==> config.mk <==
export PLATFORM = sky130hd
export DESIGN_NAME = serial_subtractor
export DESIGN_NICKNAME = d
export VERILOG_FILES = /design/src/rtl/serial_subtractor.sv
export SDC_FILE = /design/constraint.sdc
export NUM_CORES = 1
export LEC_CHECK = 0
export ABC_AREA = 1
export CAP_MARGIN = 20
export CELL_PAD_IN_SITES_DETAIL_PLACEMENT = 1
export CELL_PAD_IN_SITES_GLOBAL_PLACEMENT = 2
export CORE_ASPECT_RATIO = 0.5
export CORE_UTILIZATION = 32
export DETAILED_ROUTE_END_ITERATION = 10
export MAX_ROUTING_LAYER = met4
export PLACE_DENSITY_LB_ADDON = 0.1
export SETUP_SLACK_MARGIN = 0.1
export SLEW_MARGIN = 20
export SYNTH_ARGS = -nofsm -noshare
export SYNTH_HDL_FRONTEND = slang
export SYNTH_SLANG_ARGS = --single-unit
==> constraint.sdc <==
create_clock -name clk -period 3.5 [get_ports clk]
set_clock_uncertainty 0.1 [all_clocks]
set_input_delay 0.7 -clock clk [delete_from_list [all_inputs] [get_ports clk]]
set_output_delay 0.7 -clock clk [all_outputs]
set_load 0.02 [all_outputs]
==> src/rtl/serial_subtractor.sv <==
// serial_subtractor: bit-serial WIDTH-bit subtractor computing a - b, LSB first,
// one full-subtractor step per clock with the borrow carried in a flip-flop.
// A start/busy/done handshake frames each operation; diff and borrow_out are
// held from one completion until the next.
// Optional build macro SERIAL_SUB_SIGNED_EN adds an 'overflow' output that
// reports two's-complement signed overflow of the completed subtraction.

module serial_subtractor #(
   parameter int WIDTH = 8
) (
   input  logic             clk,
   input  logic             rst,
   input  logic             start,
   input  logic [WIDTH-1:0] a,
   input  logic [WIDTH-1:0] b,
   output logic             busy,
   output logic             done,
   output logic [WIDTH-1:0] diff,
`ifdef SERIAL_SUB_SIGNED_EN
   output logic             overflow,
`endif
   output logic             borrow_out
);

   localparam int CW = $clog2(WIDTH + 1);
   localparam logic [CW-1:0] LAST = CW'(WIDTH - 1);

   typedef enum logic [1:0] {
      IDLE  = 2'd0,
      SHIFT = 2'd1,
      DONE  = 2'd2
   } state_t;

   state_t           r_state;
   state_t           w_state_next;
   logic             w_busy;
   logic             w_done;

   logic [WIDTH-1:0] r_sa;
   logic [WIDTH-1:0] r_sb;
   // Holds the WIDTH-1 most recently produced bits; the final bit completes it.
   logic [WIDTH-2:0] r_res;
   logic             r_borrow;
   logic [CW-1:0]    r_cnt;
   logic [WIDTH-1:0] r_diff;
   logic             r_borrow_out;
`ifdef SERIAL_SUB_SIGNED_EN
   logic             r_overflow;
`endif

   logic             w_d;
   logic             w_bout;
   logic [WIDTH-1:0] w_res_full;
   logic             w_last;

   // Full-subtractor step on the current LSBs and the registered borrow.
   assign w_d        = r_sa[0] ^ r_sb[0] ^ r_borrow;
   assign w_bout     = (~r_sa[0] & r_sb[0]) | (~r_sa[0] & r_borrow) | (r_sb[0] & r_borrow);
   assign w_res_full = {w_d, r_res};
   assign w_last     = (r_cnt == LAST);

   // State register.
   always_ff @(posedge clk) begin
      if (rst) begin
         r_state <= IDLE;
      end else begin
         r_state <= w_state_next;
      end
   end

   // Next-state and handshake outputs; a start in DONE chains straight into SHIFT.
   always_comb begin
      w_state_next = r_state;
      w_busy       = 1'b0;
      w_done       = 1'b0;
      case (r_state)
         IDLE: begin
            if (start) begin
               w_state_next = SHIFT;
            end
         end
         SHIFT: begin
            w_busy = 1'b1;
            if (w_last) begin
               w_state_next = DONE;
            end
         end
         DONE: begin
            w_done = 1'b1;
            if (start) begin
               w_state_next = SHIFT;
            end else begin
               w_state_next = IDLE;
            end
         end
         default: begin
            w_state_next = IDLE;
         end
      endcase
   end

   // Operand capture, bit-serial datapath and result/borrow holding registers.
   always_ff @(posedge clk) begin
      if (rst) begin
         r_sa         <= '0;
         r_sb         <= '0;
         r_res        <= '0;
         r_borrow     <= 1'b0;
         r_cnt        <= '0;
         r_diff       <= '0;
         r_borrow_out <= 1'b0;
`ifdef SERIAL_SUB_SIGNED_EN
         r_overflow   <= 1'b0;
`endif
      end else begin
         case (r_state)
            IDLE, DONE: begin
               // Operands are sampled only here, so start during SHIFT is ignored.
               if (start) begin
                  r_sa     <= a;
                  r_sb     <= b;
                  r_borrow <= 1'b0;
                  r_cnt    <= '0;
               end
            end
            SHIFT: begin
               r_sa     <= r_sa >> 1;
               r_sb     <= r_sb >> 1;
               r_res    <= w_res_full[WIDTH-1:1];
               r_borrow <= w_bout;
               r_cnt    <= r_cnt + CW'(1);
               if (w_last) begin
                  r_diff       <= w_res_full;
                  r_borrow_out <= w_bout;
`ifdef SERIAL_SUB_SIGNED_EN
                  // Borrow into the sign bit differing from borrow out of it
                  // means the signed result left the representable range.
                  r_overflow   <= r_borrow ^ w_bout;
`endif
               end
            end
            default: begin
            end
         endcase
      end
   end

   assign busy       = w_busy;
   assign done       = w_done;
   assign diff       = r_diff;
   assign borrow_out = r_borrow_out;
`ifdef SERIAL_SUB_SIGNED_EN
   assign overflow   = r_overflow;
`endif

endmodule

==> results.py, run 1 <==
metrics = {
    "run_status": {
        "status": "complete, no violations",
    },
    "pwr": {
        "irDropWorstVdd_mv": 0.168,
        "leakagePower_nw": 0.896,
        "p_per_area_mw_per_mm2": 459,
    },
    "worst_hold_path": {
        "holdCritStartpoint": "diff[2]",
        "min_path_type": "register to register",
        "worstHoldPathCells": 2,
        "holdPathEnd": "diff[2]",
    },
    "die": {
        "dieWidth_um": 107,
        "start_util_pct": 34.5,
        "pin_count": 30,
        "num_rows": 18,
        "dieArea_mm2": 0.00586,
        "core_mm2": 0.00513,
        "fp.dieH_um": 54.6,
    },
    "route": {
        "wl_um": 4310,
        "dr_total_vias": 1608,
        "drtPass1Iterations": 4,
        "remaining_drc_errors": 0,
        "antenna_left": 0,
        "wl_per_cell_um": 13.0,
        "drtIter0Drc": 88,
        "vias_per_cell": 4.84,
    },
    "critical_path": {
        "rrSetupSlack_ps": 1890,
        "critPathSlowestCell": "clkdlybuf4s50_1",
        "critical_path_class": "register to primary output",
        "critPathMaxFanout": 17,
        "path_cells": "inv_4, nor2_4, clkdlybuf4s50_1",
        "critPathBufInv": 2,
        "required_ps": 2700,
        "start_kind": "register",
        "critPathMaxStageDelay_ps": 680,
        "cp_top_family": "buffers and inverters",
        "r2r_end": "diff[5]",
        "end_kind": "primary output",
        "rr_worst_depth": 6,
        "critPathArrivalTime_ps": 1800,
        "rr_startpoint": "r_cnt[0]",
    },
    "logic_synthesis": {
        "synth_top_area_cell": "dfxtp_1",
        "synth_area_leaders": "dfxtp_1, nand3_1, nand2_1, a21oi_1, nor2_1",
        "synth_nets": 259,
        "syn_area_mm2": 0.00177,
        "synthCells": 238,
        "ys_ff_latch": 39,
        "seq_area_frac_synth_pct": 44.0,
        "yosysWarningCount": 0,
        "yosysUniqueCellTypes": 21,
        "syn_area_per_cell_um2": 7.45,
        "synth_top_area_share_pct": 44.0,
    },
    "timing": {
        "period_share_pct": 74.2,
        "rsz0062_at_grt": "false",
        "hold_violations": 0,
        "worst_slew_pin_slew_ps": 733,
        "setup_tns_ps": 0,
        "whs_ps": 374,
        "maxClockFrequency_ghz": 0.385,
        "setup_viol": 0,
        "maxSlewHeadroom_pct": 51.0,
        "min_period_ps": 2600,
        "final-max-slew-violation-count": 0,
    },
    "clock_tree": {
        "cts_tree": "built",
        "worstSkewPairLatency_ps": 290,
        "cts_setup_buffers": 0,
        "clkTransAtPathRegs_ps": 80,
        "htreeDepth": 2,
        "cts_root_buffer": "clkbuf_8",
        "cts_buffers": 5,
        "cts_buffer_depth": 2,
        "hold_buffers": 0,
        "cts_sinks": 39,
        "cts_resized": 0,
    },
    "global_routing": {
        "grt-ovfl-total": 0,
        "track_usage_pct": 16.8,
        "first_global_vias": 1444,
        "grt_max_degree": 30,
        "grt_pass1_wl_um": 7040,
        "antenna_found_initial": 0,
    },
    "finish": {
        "drive_gt1_share_pct": 6.11,
        "stdcell_count": 332,
        "multi_input_area_um2": 783,
        "layout_commonest_cell": "nand3_1",
        "diodes": 0,
        "final_cell_mix": "nand3_1, dfxtp_1, nand2_1",
        "nFillCells": 670,
        "fin_nets": 282,
        "final_util_pct": 42.2,
        "syn2layout_area_growth_pct": 22.2,
        "seq_area_um2": 781,
    },
    "place": {
        "port_buffers": 29,
        "dp_hpwl_um": 2790,
        "gp_congestion": 0.721,
        "dp_cells": 324,
    },
    "run": {
        "maxCapViolations": 0,
    },
}
## layer usage
metal	vias up	routed length (um)	part of all wire (%)	track usage [%]
met2	36	1800	42	24.9
met3	5	194	4.5	4.64
met1	741	2280	53	22.1
li1	826	-	-	-
met5	-	0	0	-
met4	0	40	0.93	5.48
## final cells by class
cell class / instances / share of cell area (%)
sequential: 39 / 36.0
tap: 70 / 4.04
timing repair buffer: 32 / 14.4
inverter: 22 / 3.93
multi-input combinational: 161 / 36.1
clock buffer: 6 / 3.81
clock inverter: 2 / 1.62
## worst reg2reg max path, cell delays in order (launching register included)
cell,delay (ps)
dfxtp_1,410
ha_1,210
nand2_1,80
nor2_1,200
nand2_1,270
nand3_1,180
nand2_1,60
## through the flow
| step | power, W | setup WS [ps] | instance area (um^2) |
|---|---|---|---|
| 2_1_floorplan | 0.000580 | 1790 | 1770 |
| 3_3_place_gp | 0.000612 | 1050 | 2050 |
| 3_5_place_dp | 0.000614 | 1070 | 2050 |
| 4_1_cts | 0.00101 | 880 | 2170 |
| 5_1_grt | 0.00105 | 807 | 2170 |
| 6_report | 0.000995 | 902 | 2170 |
## where the power goes
group	switching [W]	leakage, nW	total, W	internal, W
sequential	0.0000148	0.319	0.000481	0.000466
combinational	0.0000713	0.516	0.000121	0.0000494
clock	0.000163	0.0612	0.000394	0.000231
total	0.000249	0.896	0.000995	0.000746
## sequential cells by signal, indices dropped and copies added (netlist names)
register	flops
r_sa	8
r_borrow	1
r_cnt	4
r_state	2
borrow_out	1
r_res	7
r_sb	8
diff	8
## cells in the mapped netlist
cell	instances
a21oi_1	23
buf_1	1
buf_12	1
buf_2	4
buf_4	1
buf_6	5
clkbuf_1	3
clkbuf_2	1
dfxtp_1	39
fa_1	1
ha_1	1
inv_1	20
inv_2	1
inv_4	1
nand2_1	35
nand2_4	1
nand3_1	66
nor2_1	23
nor2_4	1
nor2_8	1
o21ai_0	9
## cell families (layout without fill, tap and decap cells)
group	after synthesis	after routing	synth area share, %
AO/OA/AOI/OAI	32	32	9.03
adder cells (fa/ha/maj)	2	2	1.83
buffers and inverters	38	62	11.8
flip-flops	39	39	44.0
AND/OR/NAND/NOR	127	127	33.3
## worst max-delay path by stage
stage                     from  endpoint  depth (start not counted)
finish              r_state[0]      busy                          3
global route        r_state[0]      busy                          3
CTS                 r_state[0]      busy                          3
detailed placement       start   r_sa[4]                          5
global placement           rst  r_res[0]                          5
floorplan           r_state[1]      done                          3
Power figures use the tool's default switching activity.
==> inputs of run 2 (changes only) <==
--- a/config.mk
+++ b/config.mk
@@ -10,7 +10,7 @@
 export CELL_PAD_IN_SITES_DETAIL_PLACEMENT = 1
 export CELL_PAD_IN_SITES_GLOBAL_PLACEMENT = 2
 export CORE_ASPECT_RATIO = 0.5
-export CORE_UTILIZATION = 32
+export CORE_UTILIZATION = 26
 export DETAILED_ROUTE_END_ITERATION = 10
 export MAX_ROUTING_LAYER = met4
 export PLACE_DENSITY_LB_ADDON = 0.1
==> constraint.sdc (replaced) <==
create_clock -name clk -period 2.15 [get_ports clk]
set_clock_uncertainty 0.1 [all_clocks]
set_input_delay 0.43 -clock clk [delete_from_list [all_inputs] [get_ports clk]]
set_output_delay 0.43 -clock clk [all_outputs]
set_load 0.02 [all_outputs]
==> results.py, run 2 (synthesis results as in run 1) <==
metrics = {
    "global_routing": {
        "track_usage_pct": 15.3,
        "antenna_found_initial": 0,
        "grt_max_degree": 30,
        "grt-ovfl-total": 0,
        "grt_pass1_wl_um": 7980,
        "first_global_vias": 1557,
    },
    "die": {
        "core_mm2": 0.00633,
        "fp.dieH_um": 60.4,
        "start_util_pct": 28.0,
        "dieArea_mm2": 0.00717,
        "num_rows": 20,
        "dieWidth_um": 119,
        "pin_count": 30,
    },
    "clock_tree": {
        "clkTransAtPathRegs_ps": 60,
        "cts_sinks": 39,
        "cts_tree": "built",
        "cts_setup_buffers": 0,
        "cts_root_buffer": "clkbuf_16",
        "cts_buffers": 5,
        "worstSkewPairLatency_ps": 290,
        "htreeDepth": 2,
        "cts_buffer_depth": 2,
    },
    "pwr": {
        "power.total_w": 0.00186,
        "leakagePower_nw": 0.947,
        "p_per_area_mw_per_mm2": 815,
        "switching_share_pct": 24.9,
        "pwr-share-comb_pct": 11.2,
        "clkPwrFrac_pct": 46.5,
        "pwr-share-seq_pct": 42.2,
        "internal_power_w": 0.00139,
        "irDropWorstVdd_mv": 0.255,
        "power.net_switching_w": 0.000462,
    },
    "timing": {
        "worst_slew_pin_slew_ps": 368,
        "setup_tns_ps": 0,
        "hold_violations": 0,
        "worst_slack_ps": 177,
        "setup_viol": 0,
        "min_period_ps": 1970,
        "final-max-slew-violation-count": 0,
        "rsz0062_at_grt": "false",
        "period_share_pct": 91.8,
        "maxClockFrequency_ghz": 0.507,
        "maxSlewHeadroom_pct": 75.4,
        "whs_ps": 349,
    },
    "critical_path": {
        "critPathMaxStageDelay_ps": 610,
        "cp_top_family": "buffers and inverters",
        "critPathSlowestCell": "clkdlybuf4s50_1",
        "critPathMaxFanout": 3,
        "crit_start": "r_state[0]",
        "critPathArrivalTime_ps": 1440,
        "critical_path_class": "register to primary output",
        "path_cells": "inv_4, nor2_4, clkdlybuf4s50_1",
        "critPathBufInv": 2,
        "start_kind": "register",
        "required_ps": 1620,
        "rr_startpoint": "r_cnt[0]",
        "end_kind": "primary output",
    },
    "route": {
        "vias_per_cell": 4.59,
        "drtIter0Drc": 77,
        "antenna_left": 0,
        "wl_um": 4670,
        "dr_total_vias": 1629,
        "drtPass1Iterations": 4,
        "wl_per_cell_um": 13.2,
        "remaining_drc_errors": 0,
    },
    "place": {
        "post-place-ws_ps": 327,
        "gp_congestion": 0.696,
        "port_buffers": 29,
        "dpl_cell_area_mm2": 0.00211,
        "dp_hpwl_um": 3030,
    },
    "finish": {
        "final_cell_mix": "nand3_1, dfxtp_1, nand2_1",
        "diodes": 0,
        "fin_nets": 287,
        "layout_commonest_cell": "nand3_1",
        "syn2layout_area_growth_pct": 28.4,
        "design_area_mm2": 0.00228,
        "drive_gt1_share_pct": 7.87,
    },
    "worst_hold_path": {
        "min_path_type": "register to register",
        "holdCritStartpoint": "r_res[0]",
    },
    "run_status": {
        "status": "complete, no violations",
    },
    "run": {
        "maxCapViolations": 0,
    },
}
## run 2: cell types whose count changed in the layout (fill, tap and decap cells not counted), sizes merged
cell	delta
clkinv	+1
clkbuf	-1
buf	+5
clkdlybuf4s50	-1
dlygate4sd2	+1
## run 2: power groups by stage
stage | registers (W) | clock network [W] | logic, W
global placement | 0.000799 | 0 | 0.000209
CTS | 0.000784 | 0.000893 | 0.000212
global route | 0.000789 | 0.000927 | 0.000236
finish | 0.000784 | 0.000864 | 0.000208
detailed placement | 0.000800 | 0 | 0.000212
floorplan | 0.000792 | 0 | 0.000153
## run 2: path summary, 6_finish.rpt
path	to	slack (ps)	cells past startpoint
setup reg to reg	diff[1]	610	6
hold reg to reg	r_res[0]	350	2
hold / removal	r_res[0]	350	2
setup / recovery	busy	180	3
## run 2: routing by layer
layer / vias to the layer above / wire, um / track usage (%)
met5: - / 0 / -
met4: 0 / 84 / 7.05
met3: 7 / 240 / 4.51
met2: 38 / 1800 / 21.6
met1: 749 / 2550 / 20.3
li1: 835 / - / -
## run 2: cell type report
class | count | area [um^2]
well taps | 88 | 110
flip-flops and latches | 39 | 781
inverters | 22 | 85.1
clock buffers | 5 | 125
clock inverters | 3 | 43.8
multi-input cells | 161 | 783
fillers | 780 | 4050
repair buffers | 37 | 349
## run 2: tightest hold or removal path: cells and delay by family (launching register included)
| kind | cells | cell delay [ps] |
|---|---|---|
| AOI/OAI and AO/OA | 1 | 50 |
| DFF | 1 | 290 |
| buffers and inverters | 1 | 60 |
## run 2: timing repair
item,4_1_cts,5_1_grt
hold buffers,0,0
setup endpoints to repair,1,0
resized for setup,1,0
## run 2: through the flow
stage,cells,utilization (%)
2_1_floorplan,238,-
3_3_place_gp,347,33.3
3_5_place_dp,347,33.3
4_1_cts,355,36.0
5_1_grt,355,36.0
6_report,355,36.0
==> inputs of run 3 (changes only) <==
--- a/config.mk
+++ b/config.mk
@@ -7,10 +7,11 @@
 export LEC_CHECK = 0
 export ABC_AREA = 1
 export CAP_MARGIN = 20
-export CELL_PAD_IN_SITES_DETAIL_PLACEMENT = 1
-export CELL_PAD_IN_SITES_GLOBAL_PLACEMENT = 2
+export CELL_PAD_IN_SITES_DETAIL_PLACEMENT = 0
+export CELL_PAD_IN_SITES_GLOBAL_PLACEMENT = 1
 export CORE_ASPECT_RATIO = 0.5
-export CORE_UTILIZATION = 26
+export CORE_UTILIZATION = 34
+export CTS_CLUSTER_SIZE = 8
 export DETAILED_ROUTE_END_ITERATION = 10
 export MAX_ROUTING_LAYER = met4
 export PLACE_DENSITY_LB_ADDON = 0.1
==> constraint.sdc (replaced) <==
create_clock -name clk -period 2.15 [get_ports clk]
set_clock_uncertainty 0.1 [all_clocks]
set_input_delay 0.215 -clock clk [delete_from_list [all_inputs] [get_ports clk]]
set_output_delay 0.215 -clock clk [all_outputs]
set_load 0.02 [all_outputs]
==> results.py, run 3 (synthesis results as in run 1) <==
metrics = {
    "global_routing": {
        "grt_pass1_wl_um": 6460,
        "grt-ovfl-total": 0,
        "track_usage_pct": 15.7,
        "first_global_vias": 1394,
        "antenna_found_initial": 0,
        "grt_max_degree": 30,
    },
    "finish": {
        "final_cell_mix": "nand3_1, dfxtp_1, nand2_1",
        "nFillCells": 526,
        "diodes": 0,
        "layout_commonest_cell": "nand3_1",
        "stdcell_count": 336,
        "syn2layout_area_growth_pct": 23.6,
        "drive_gt1_share_pct": 7.52,
        "fin_nets": 286,
    },
    "clock_tree": {
        "cts_setup_buffers": 0,
        "hold_buffers": 0,
        "clkTransAtPathRegs_ps": 90,
        "cts_buffers": 5,
        "htreeDepth": 2,
        "cts_buffer_depth": 2,
        "worstSkewPairLatency_ps": 300,
        "cts_resized": 0,
        "cts_sinks": 39,
        "cts_root_buffer": "clkbuf_8",
        "cts_tree": "built",
    },
    "route": {
        "vias_per_cell": 4.74,
        "remaining_drc_errors": 0,
        "drtPass1Iterations": 5,
        "dr_total_vias": 1592,
        "wl_per_cell_um": 11.7,
        "wl_um": 3930,
        "drtIter0Drc": 41,
        "antenna_left": 0,
    },
    "die": {
        "dieWidth_um": 104,
        "pin_count": 30,
        "start_util_pct": 35.6,
        "dieArea_mm2": 0.00552,
        "num_rows": 18,
        "core_mm2": 0.00498,
        "fp.dieH_um": 53.1,
    },
    "pwr": {
        "clkPwrFrac_pct": 38.9,
        "pwr-share-comb_pct": 12.5,
        "switching_share_pct": 26.0,
        "p_per_area_mw_per_mm2": 734,
        "irDropWorstVdd_mv": 0.313,
        "internal_power_w": 0.00119,
        "power.total_w": 0.00161,
        "pwr-share-seq_pct": 48.6,
        "leakagePower_nw": 0.912,
        "power.net_switching_w": 0.000419,
    },
    "place": {
        "gp_congestion": 0.720,
        "dp_cells": 328,
        "dp_hpwl_um": 2520,
        "port_buffers": 29,
        "post-place-ws_ps": 538,
    },
    "critical_path": {
        "critPathMaxFanout": 16,
        "required_ps": 1840,
        "start_kind": "register",
        "critPathArrivalTime_ps": 1630,
        "end_kind": "primary output",
        "critical_path_class": "register to primary output",
    },
    "run": {
        "maxCapViolations": 0,
    },
    "timing": {
        "period_share_pct": 90.3,
        "maxSlewHeadroom_pct": 77.2,
        "hold_violations": 0,
        "setup_viol": 0,
        "min_period_ps": 1940,
        "setup_tns_ps": 0,
        "rsz0062_at_grt": "false",
        "final-max-slew-violation-count": 0,
        "worst_slack_ps": 209,
        "worst_slew_pin_slew_ps": 342,
        "maxClockFrequency_ghz": 0.515,
    },
    "worst_hold_path": {
        "min_path_type": "register to register",
    },
    "run_status": {
        "status": "complete, no violations",
    },
}
## run 3: layer usage
layer	GRT usage (%)	up-vias	share of wire [%]
li1	-	834	-
met1	19.8	712	53
met2	24.0	41	41
met3	4.80	5	5.1
met4	5.71	0	0.89
met5	-	-	0
## run 3: metrics by stage
stage	util (%)	hold WS, ps	cell area [um^2]
after CTS	44.0	362	2190
final	44.0	359	2190
after detailed placement	41.8	349	2080
after global placement	41.8	341	2080
after global routing	44.0	388	2190
after floorplan	-	262	1770
## run 3: power by group through the flow
stage               clock (W)  sequential [W]  combinational, W
finish               0.000626        0.000783          0.000201
global route         0.000675        0.000789          0.000227
CTS                  0.000643        0.000782          0.000203
detailed placement          0        0.000799          0.000203
global placement            0        0.000799          0.000200
floorplan                   0        0.000792          0.000153
## run 3: cell type report
| cell class | count | area, um^2 | share of cell area (%) |
|---|---|---|---|
| inverters | 22 | 85.1 | 3.88 |
| well taps | 70 | 87.6 | 4.00 |
| repair buffers | 36 | 343 | 15.6 |
| flip-flops and latches | 39 | 781 | 35.6 |
| clock inverters | 3 | 43.8 | 2.00 |
| multi-input cells | 161 | 783 | 35.7 |
| clock buffers | 5 | 68.8 | 3.14 |
## run 3: final timing paths
kind | startpoint | end | slack, ps | cells after the start
max | r_state[1] | done | 210 | 3
min | r_res[0] | r_res[0] | 360 | 2
max reg2reg | r_cnt[0] | diff[6] | 650 | 6
min reg2reg | r_res[0] | r_res[0] | 360 | 2
## run 3: worst max-delay path, stage by stage (launching register included)
cell and delay (ps):
dfxtp_1 400, inv_2 160, nor2_1 140, clkdlybuf4s50_1 620
